===== src/rtl/dcache_pkg.sv =====
// Shared definitions for the data cache controller.
// Holds the FSM state encoding, the funct3 access-size codes and the
// address-field widths of the default cache geometry.
package dcache_pkg;

    typedef enum logic [1:0] {
        IDLE   = 2'd0,
        REFILL = 2'd1,
        WRITE  = 2'd2
    } state_t;

    localparam logic [2:0] F3_B  = 3'b000;
    localparam logic [2:0] F3_H  = 3'b001;
    localparam logic [2:0] F3_W  = 3'b010;
    localparam logic [2:0] F3_BU = 3'b100;
    localparam logic [2:0] F3_HU = 3'b101;

    localparam int DEF_SETS           = 16;
    localparam int DEF_WORDS_PER_LINE = 4;
    localparam int DEF_ADDR_WIDTH     = 32;

    localparam int OFFSET_BITS = 2;
    localparam int WORD_BITS   = $clog2(DEF_WORDS_PER_LINE);
    localparam int INDEX_BITS  = $clog2(DEF_SETS);
    localparam int TAG_BITS    = DEF_ADDR_WIDTH - OFFSET_BITS - WORD_BITS - INDEX_BITS;

endpackage


===== src/rtl/dcache_controller_align.sv =====
// Combinational load/store lane alignment.
// Ports:
//   funct3     access size/signedness code
//   byte_off   addr[1:0] of the access
//   store_data right-aligned store data from the core
//   read_word  cached word being loaded
//   wstrb      byte enables for the store
//   wdata      store data replicated into every lane
//   load_data  extracted and sign/zero-extended load result
module load_store_align
    import dcache_pkg::*;
(
    input  logic [2:0]  funct3,
    input  logic [1:0]  byte_off,
    input  logic [31:0] store_data,
    input  logic [31:0] read_word,
    output logic [3:0]  wstrb,
    output logic [31:0] wdata,
    output logic [31:0] load_data
);

    logic [7:0]  sel_byte;
    logic [15:0] sel_half;
    logic        sign_ext;

    always_comb begin
        case (byte_off)
            2'd0:    sel_byte = read_word[7:0];
            2'd1:    sel_byte = read_word[15:8];
            2'd2:    sel_byte = read_word[23:16];
            default: sel_byte = read_word[31:24];
        endcase
        // Halfword accesses ignore addr[0].
        sel_half = byte_off[1] ? read_word[31:16] : read_word[15:0];
        // funct3[2] marks the unsigned variants (LBU/LHU).
        sign_ext = ~funct3[2];

        // Size decode on funct3[1:0]: anything that is not byte or half,
        // including the undefined codes, behaves as a full word.
        case (funct3[1:0])
            F3_B[1:0]: begin
                wstrb     = 4'b0001 << byte_off;
                wdata     = {4{store_data[7:0]}};
                load_data = {{24{sign_ext & sel_byte[7]}}, sel_byte};
            end
            F3_H[1:0]: begin
                wstrb     = 4'b0011 << {byte_off[1], 1'b0};
                wdata     = {2{store_data[15:0]}};
                load_data = {{16{sign_ext & sel_half[15]}}, sel_half};
            end
            default: begin
                wstrb     = 4'b1111;
                wdata     = store_data;
                load_data = read_word;
            end
        endcase
    end

endmodule


===== src/rtl/dcache_controller.sv =====
// Direct-mapped, write-through, no-write-allocate data cache between the
// core memory stage and a word-wide req/ack backing memory.
// Ports:
//   clk, rst_n                       clock, async active-low reset
//   cpu_req/we/ctrl/addr/wdata       core access (held stable while stall=1)
//   cpu_rdata, stall                 load result, pipeline freeze
//   mem_req/we/addr/wdata/wstrb      backing memory request
//   mem_ack, mem_rdata               one-cycle completion with read data
//
// state  | meaning
// IDLE   | serve load hits; decide refill or write-through
// REFILL | fetch line words 0..WORDS_PER_LINE-1 in order
// WRITE  | single write-through of the held store
module dcache_controller
    import dcache_pkg::*;
#(
    parameter int SETS           = 1 << INDEX_BITS,
    parameter int WORDS_PER_LINE = 1 << WORD_BITS,
    parameter int DATA_WIDTH     = 32,
    parameter int ADDR_WIDTH     = OFFSET_BITS + WORD_BITS + INDEX_BITS + TAG_BITS
) (
    input  logic                  clk,
    input  logic                  rst_n,
    input  logic                  cpu_req,
    input  logic                  cpu_we,
    input  logic [2:0]            cpu_ctrl,
    input  logic [ADDR_WIDTH-1:0] cpu_addr,
    input  logic [DATA_WIDTH-1:0] cpu_wdata,
    output logic [DATA_WIDTH-1:0] cpu_rdata,
    output logic                  stall,
    output logic                  mem_req,
    output logic                  mem_we,
    output logic [ADDR_WIDTH-1:0] mem_addr,
    output logic [DATA_WIDTH-1:0] mem_wdata,
    output logic [3:0]            mem_wstrb,
    input  logic                  mem_ack,
    input  logic [DATA_WIDTH-1:0] mem_rdata
);

    localparam int WSEL_BITS = $clog2(WORDS_PER_LINE);
    localparam int SET_BITS  = $clog2(SETS);
    localparam int TAG_W     = ADDR_WIDTH - OFFSET_BITS - WSEL_BITS - SET_BITS;

    logic [WSEL_BITS-1:0]  word_sel;
    logic [SET_BITS-1:0]   set_idx;
    logic [TAG_W-1:0]      addr_tag;

    logic [SETS-1:0]       valid_q;
    logic [TAG_W-1:0]      tag_q  [SETS];
    logic [DATA_WIDTH-1:0] data_q [SETS][WORDS_PER_LINE];

    state_t                state_q, state_d;
    logic [WSEL_BITS-1:0]  fill_cnt_q;

    logic                  hit;
    logic                  last_word;
    logic [DATA_WIDTH-1:0] read_word;
    logic [3:0]            st_wstrb;
    logic [DATA_WIDTH-1:0] st_wdata;
    logic [DATA_WIDTH-1:0] ld_data;

    assign word_sel  = cpu_addr[OFFSET_BITS +: WSEL_BITS];
    assign set_idx   = cpu_addr[OFFSET_BITS + WSEL_BITS +: SET_BITS];
    assign addr_tag  = cpu_addr[ADDR_WIDTH-1 -: TAG_W];
    assign hit       = valid_q[set_idx] && (tag_q[set_idx] == addr_tag);
    assign last_word = (fill_cnt_q == WSEL_BITS'(WORDS_PER_LINE - 1));
    assign read_word = data_q[set_idx][word_sel];

    load_store_align u_align (
        .funct3     (cpu_ctrl),
        .byte_off   (cpu_addr[1:0]),
        .store_data (cpu_wdata),
        .read_word  (read_word),
        .wstrb      (st_wstrb),
        .wdata      (st_wdata),
        .load_data  (ld_data)
    );

    always_ff @(posedge clk or negedge rst_n) begin
        if (!rst_n) begin
            state_q <= IDLE;
        end else begin
            state_q <= state_d;
        end
    end

    // The core holds cpu_* stable while stalled, so every mem_* output is a
    // function of state plus those inputs and stays stable through the ack.
    always_comb begin
        state_d   = state_q;
        stall     = 1'b0;
        cpu_rdata = '0;
        mem_req   = 1'b0;
        mem_we    = 1'b0;
        mem_addr  = '0;
        mem_wdata = '0;
        mem_wstrb = '0;
        case (state_q)
            IDLE: begin
                if (cpu_req) begin
                    if (cpu_we) begin
                        stall   = 1'b1;
                        state_d = WRITE;
                    end else if (hit) begin
                        cpu_rdata = ld_data;
                    end else begin
                        stall   = 1'b1;
                        state_d = REFILL;
                    end
                end
            end
            REFILL: begin
                stall    = 1'b1;
                mem_req  = 1'b1;
                mem_addr = {addr_tag, set_idx, fill_cnt_q, {OFFSET_BITS{1'b0}}};
                if (mem_ack && last_word) begin
                    state_d = IDLE;
                end
            end
            WRITE: begin
                mem_req   = 1'b1;
                mem_we    = 1'b1;
                mem_addr  = {cpu_addr[ADDR_WIDTH-1:OFFSET_BITS], {OFFSET_BITS{1'b0}}};
                mem_wdata = st_wdata;
                mem_wstrb = st_wstrb;
                // Release the pipeline in the ack cycle itself.
                stall     = ~mem_ack;
                if (mem_ack) begin
                    state_d = IDLE;
                end
            end
            default: state_d = IDLE;
        endcase
    end

    // The line is invalidated when its refill starts, so a reset part way
    // through leaves nothing that could hit on partial data.
    always_ff @(posedge clk or negedge rst_n) begin
        if (!rst_n) begin
            valid_q    <= '0;
            fill_cnt_q <= '0;
        end else begin
            if (state_q == IDLE && cpu_req && !cpu_we && !hit) begin
                valid_q[set_idx] <= 1'b0;
                fill_cnt_q       <= '0;
            end else if (state_q == REFILL && mem_ack) begin
                fill_cnt_q <= fill_cnt_q + WSEL_BITS'(1);
                if (last_word) begin
                    valid_q[set_idx] <= 1'b1;
                end
            end
        end
    end

    always_ff @(posedge clk) begin
        if (state_q == REFILL && mem_ack) begin
            data_q[set_idx][fill_cnt_q] <= mem_rdata;
            if (last_word) begin
                tag_q[set_idx] <= addr_tag;
            end
        end else if (state_q == IDLE && cpu_req && cpu_we && hit) begin
            for (int b = 0; b < 4; b++) begin
                if (st_wstrb[b]) begin
                    data_q[set_idx][word_sel][8*b +: 8] <= st_wdata[8*b +: 8];
                end
            end
        end
    end

endmodule


===== config.mk =====
export PLATFORM = sky130hd
export DESIGN_NAME = dcache_controller
export DESIGN_NICKNAME = d
export VERILOG_FILES = /design/src/rtl/dcache_pkg.sv /design/src/rtl/dcache_controller_align.sv /design/src/rtl/dcache_controller.sv
export SDC_FILE = /design/constraint.sdc
export NUM_CORES = 2
export LEC_CHECK = 0
export CORE_ASPECT_RATIO = 1.25
export CORE_MARGIN = 1.5
export CORE_UTILIZATION = 30
export DETAILED_ROUTE_END_ITERATION = 10
export GPL_ROUTABILITY_DRIVEN = 0
export PLACE_DENSITY = 0.57
export SETUP_SLACK_MARGIN = 0.4
export SYNTH_ARGS = -nofsm -noshare
export SYNTH_HDL_FRONTEND = slang
export SYNTH_SLANG_ARGS = --single-unit
export TNS_END_PERCENT = 20

===== constraint.sdc =====
create_clock -name clk -period 10.1 [get_ports clk]
set_input_delay 3.03 -clock clk [delete_from_list [all_inputs] [get_ports clk]]
set_output_delay 3.03 -clock clk [all_outputs]
set_load 0.01 [all_outputs]

==> results.tsv <==
metric	value	unit
drt-initial-drc-count	6059	
areaGrowthSynthToFinish	17.18	%
status	finished clean	
fin_util	35.35	%
grt_use_met2	30.65	%
hpwl	207400	µm
max_cap_violations	0	
port_buffers	204	
initial_core_util	30.17	%
synth_xor_xnor_area_share	0.2897	%
grt_pass1_vias	53090	
hold_violations	0	
skew	92.58	ps
routed_wl	305600	µm
finalMaxSlewViolations	0	
synth.distinct_cells	78	
dp_cells	9458	
htreeDepth	4	
layout-drive-gt1-share	29.32	%
grt_pass1_wl	423600	µm
cp-start-kind	input port	
clk_pin_slew	60	ps
synth_top_family_by_area	multiplexers	
power_density	186.4	nW/µm²
fin_total_pwr	0.02179	W
die_w	518.8	µm
final_net_count	5414	
synth_edf_count	2432	
drc	0	
synth.cell_area	99780	µm²
ys_seq_area_share	73.70	%
synth_flop_cell	edfxtp_1	
required	7070	ps
grtUsageMet3	3.252	%
die_y	647.8	µm
ctsLongestPathBuffers	4	
end_kind	output port	
syn-mean-instance-area	20.49	µm²
rows	236	
tightest_slew	1291	ps
wl_per_cell	30.87	µm
timing.fmax	0.1007	GHz
async_reset_ff_share	0.8157	%
synthMuxAreaShare	16.85	%
final_cell_mix	2,432 x edfxtp_1, 564 x mux4_2, 292 x buf_4, 238 x a21oi_1, 230 x clkbuf_16	
final.setup.tns	0	ps
core	330700	µm²
grt-busiest-layer	met2	
p_leak	36.07	nW
io_pins	207	
cts_tree	done	
setup_viol	0	
timing.final.crit_share	98.35	%
ant_nets	0	
synthAdderAreaFrac	0.1003	%
synthCells	4869	
clock-sinks	2452	
grt_overflow	0	
min_path_type	flip-flop to flip-flop	
use_met1	21.82	%
yosys_warnings	0	
synth-compound-area-share	4.982	%
hold_buffers	0	
grt_max_degree	65	
finalNonFillerCells	9899	
cp.arrival	6900	ps
min_period	9933	ps
ys_ff_latch	2452	
max_slew_margin	13.91	%
vias	52700	
crit_type	input port to output port	
synthSimpleGateAreaFrac	2.000	%
cts_buffers	228	
gr-usage-all-layers	17.84	%
antenna_found_initial	21	
fin_hold_ws	498.6	ps
clkLatencyLatePin	940	ps
die_area	336100	µm²
cp_max_fo	34	
vdd_drop_max	0.1857	mV
cts_root_buf	clkbuf_16	
vias_per_cell	5.324	
rsz0062_at_grt	yes	
final_common_cell	edfxtp_1	
firstDrtPassIters	6	
per-layer routing:
metal	share of wire (%)	wire [µm]	vias to the layer above
li1	-	-	21370
met1	37	113600	28320
met2	50	152500	2440
met3	7.8	23820	559
met4	5.1	15510	10
met5	0.016	50	-
worst max-delay path, stage by stage:
cell       delay (ps)
buf_16            210
buf_4             210
buf_12            270
mux4_2            560
mux2_2            320
a21oi_1           340
o2111ai_1         230
a221oi_1          740
nor2_1             90
buf_4             200
a31oi_1           280
nor4_4            150
buf_12            190
final cells by class:
class / instances / area [µm²]
Fill cell: 30640 / 213800
Sequential cell: 2452 / 73530
Multi-Input combinational cell: 2050 / 24980
Clock buffer: 278 / 5966
Tap cell: 4403 / 5509
Timing Repair Buffer: 549 / 5463
Clock inverter: 138 / 1366
Inverter: 21 / 83.83
Antenna cell: 8 / 20.02
synthesized netlist by cell type (all sizes together), types with 33 or more instances:
library cell,instances,share of area [%]
a21oi,329,2.0
a221oi,36,0.32
a22oi,141,1.1
and2,66,0.41
buf,165,1.3
clkbuf,181,0.68
edfxtp,2432,73
mux2,158,1.8
mux2i,153,1.5
mux4,592,13
nand2,110,0.41
nor2,72,0.27
o21ai,33,0.17
o22ai,34,0.21
power by group:
group | internal (W) | leakage, nW | switching, W
Clock | 0.00482 | 3.55 | 0.00381
Combinational | 0.000717 | 10.4 | 0.00120
Sequential | 0.0112 | 22.1 | 0.0000185
cells by family (layout without fill, tap and decap cells):
kind of cell	Yosys count	after routing
compound gates	715	715
xor+xnor	33	33
fa+ha+maj	8	8
buf+inv	368	986
flops	2452	2452
mux	903	903
other cells	1	10
simple gates	389	389
metrics by stage:
| step | worst slack [ps] | instance area [µm²] |
|---|---|---|
| 2_1_floorplan | 325.4 | 100000 |
| 3_3_place_gp | -872.8 | 108900 |
| 3_5_place_dp | -562.7 | 108900 |
| 4_1_cts | 222.4 | 116800 |
| 5_1_grt | 202.0 | 116900 |
| 6_report | 167.1 | 116900 |
state kept, by name (all words and copies together) (netlist names), named ones only:
signal and count:
tag_q 384, data_q 2048, fill_cnt_q 2, state_q 2
worst paths after layout:
check	from	to	slack, ps	cells after the start
hold reg to reg	flip-flop	flip-flop	500	1
min in group asynchronous	rst_n	asynchronous set/reset pin	2700	1
setup / recovery	cpu_addr[4]	cpu_rdata[4]	170	13
setup reg to reg	tag_q[7][19]	data_q[4][82]	5100	10
hold / removal	flip-flop	flip-flop	500	1
max in group asynchronous	rst_n	asynchronous set/reset pin	6800	1
timing repair:
item,in CTS,in global routing
setup buffers,12,2
endpoints found under the setup margin,33,32
resized for setup,60,20
hold endpoints to repair,0,0
gates cloned,3,0
pin swaps,8,5
No activity file was read; power rests on OpenSTA's default activity.
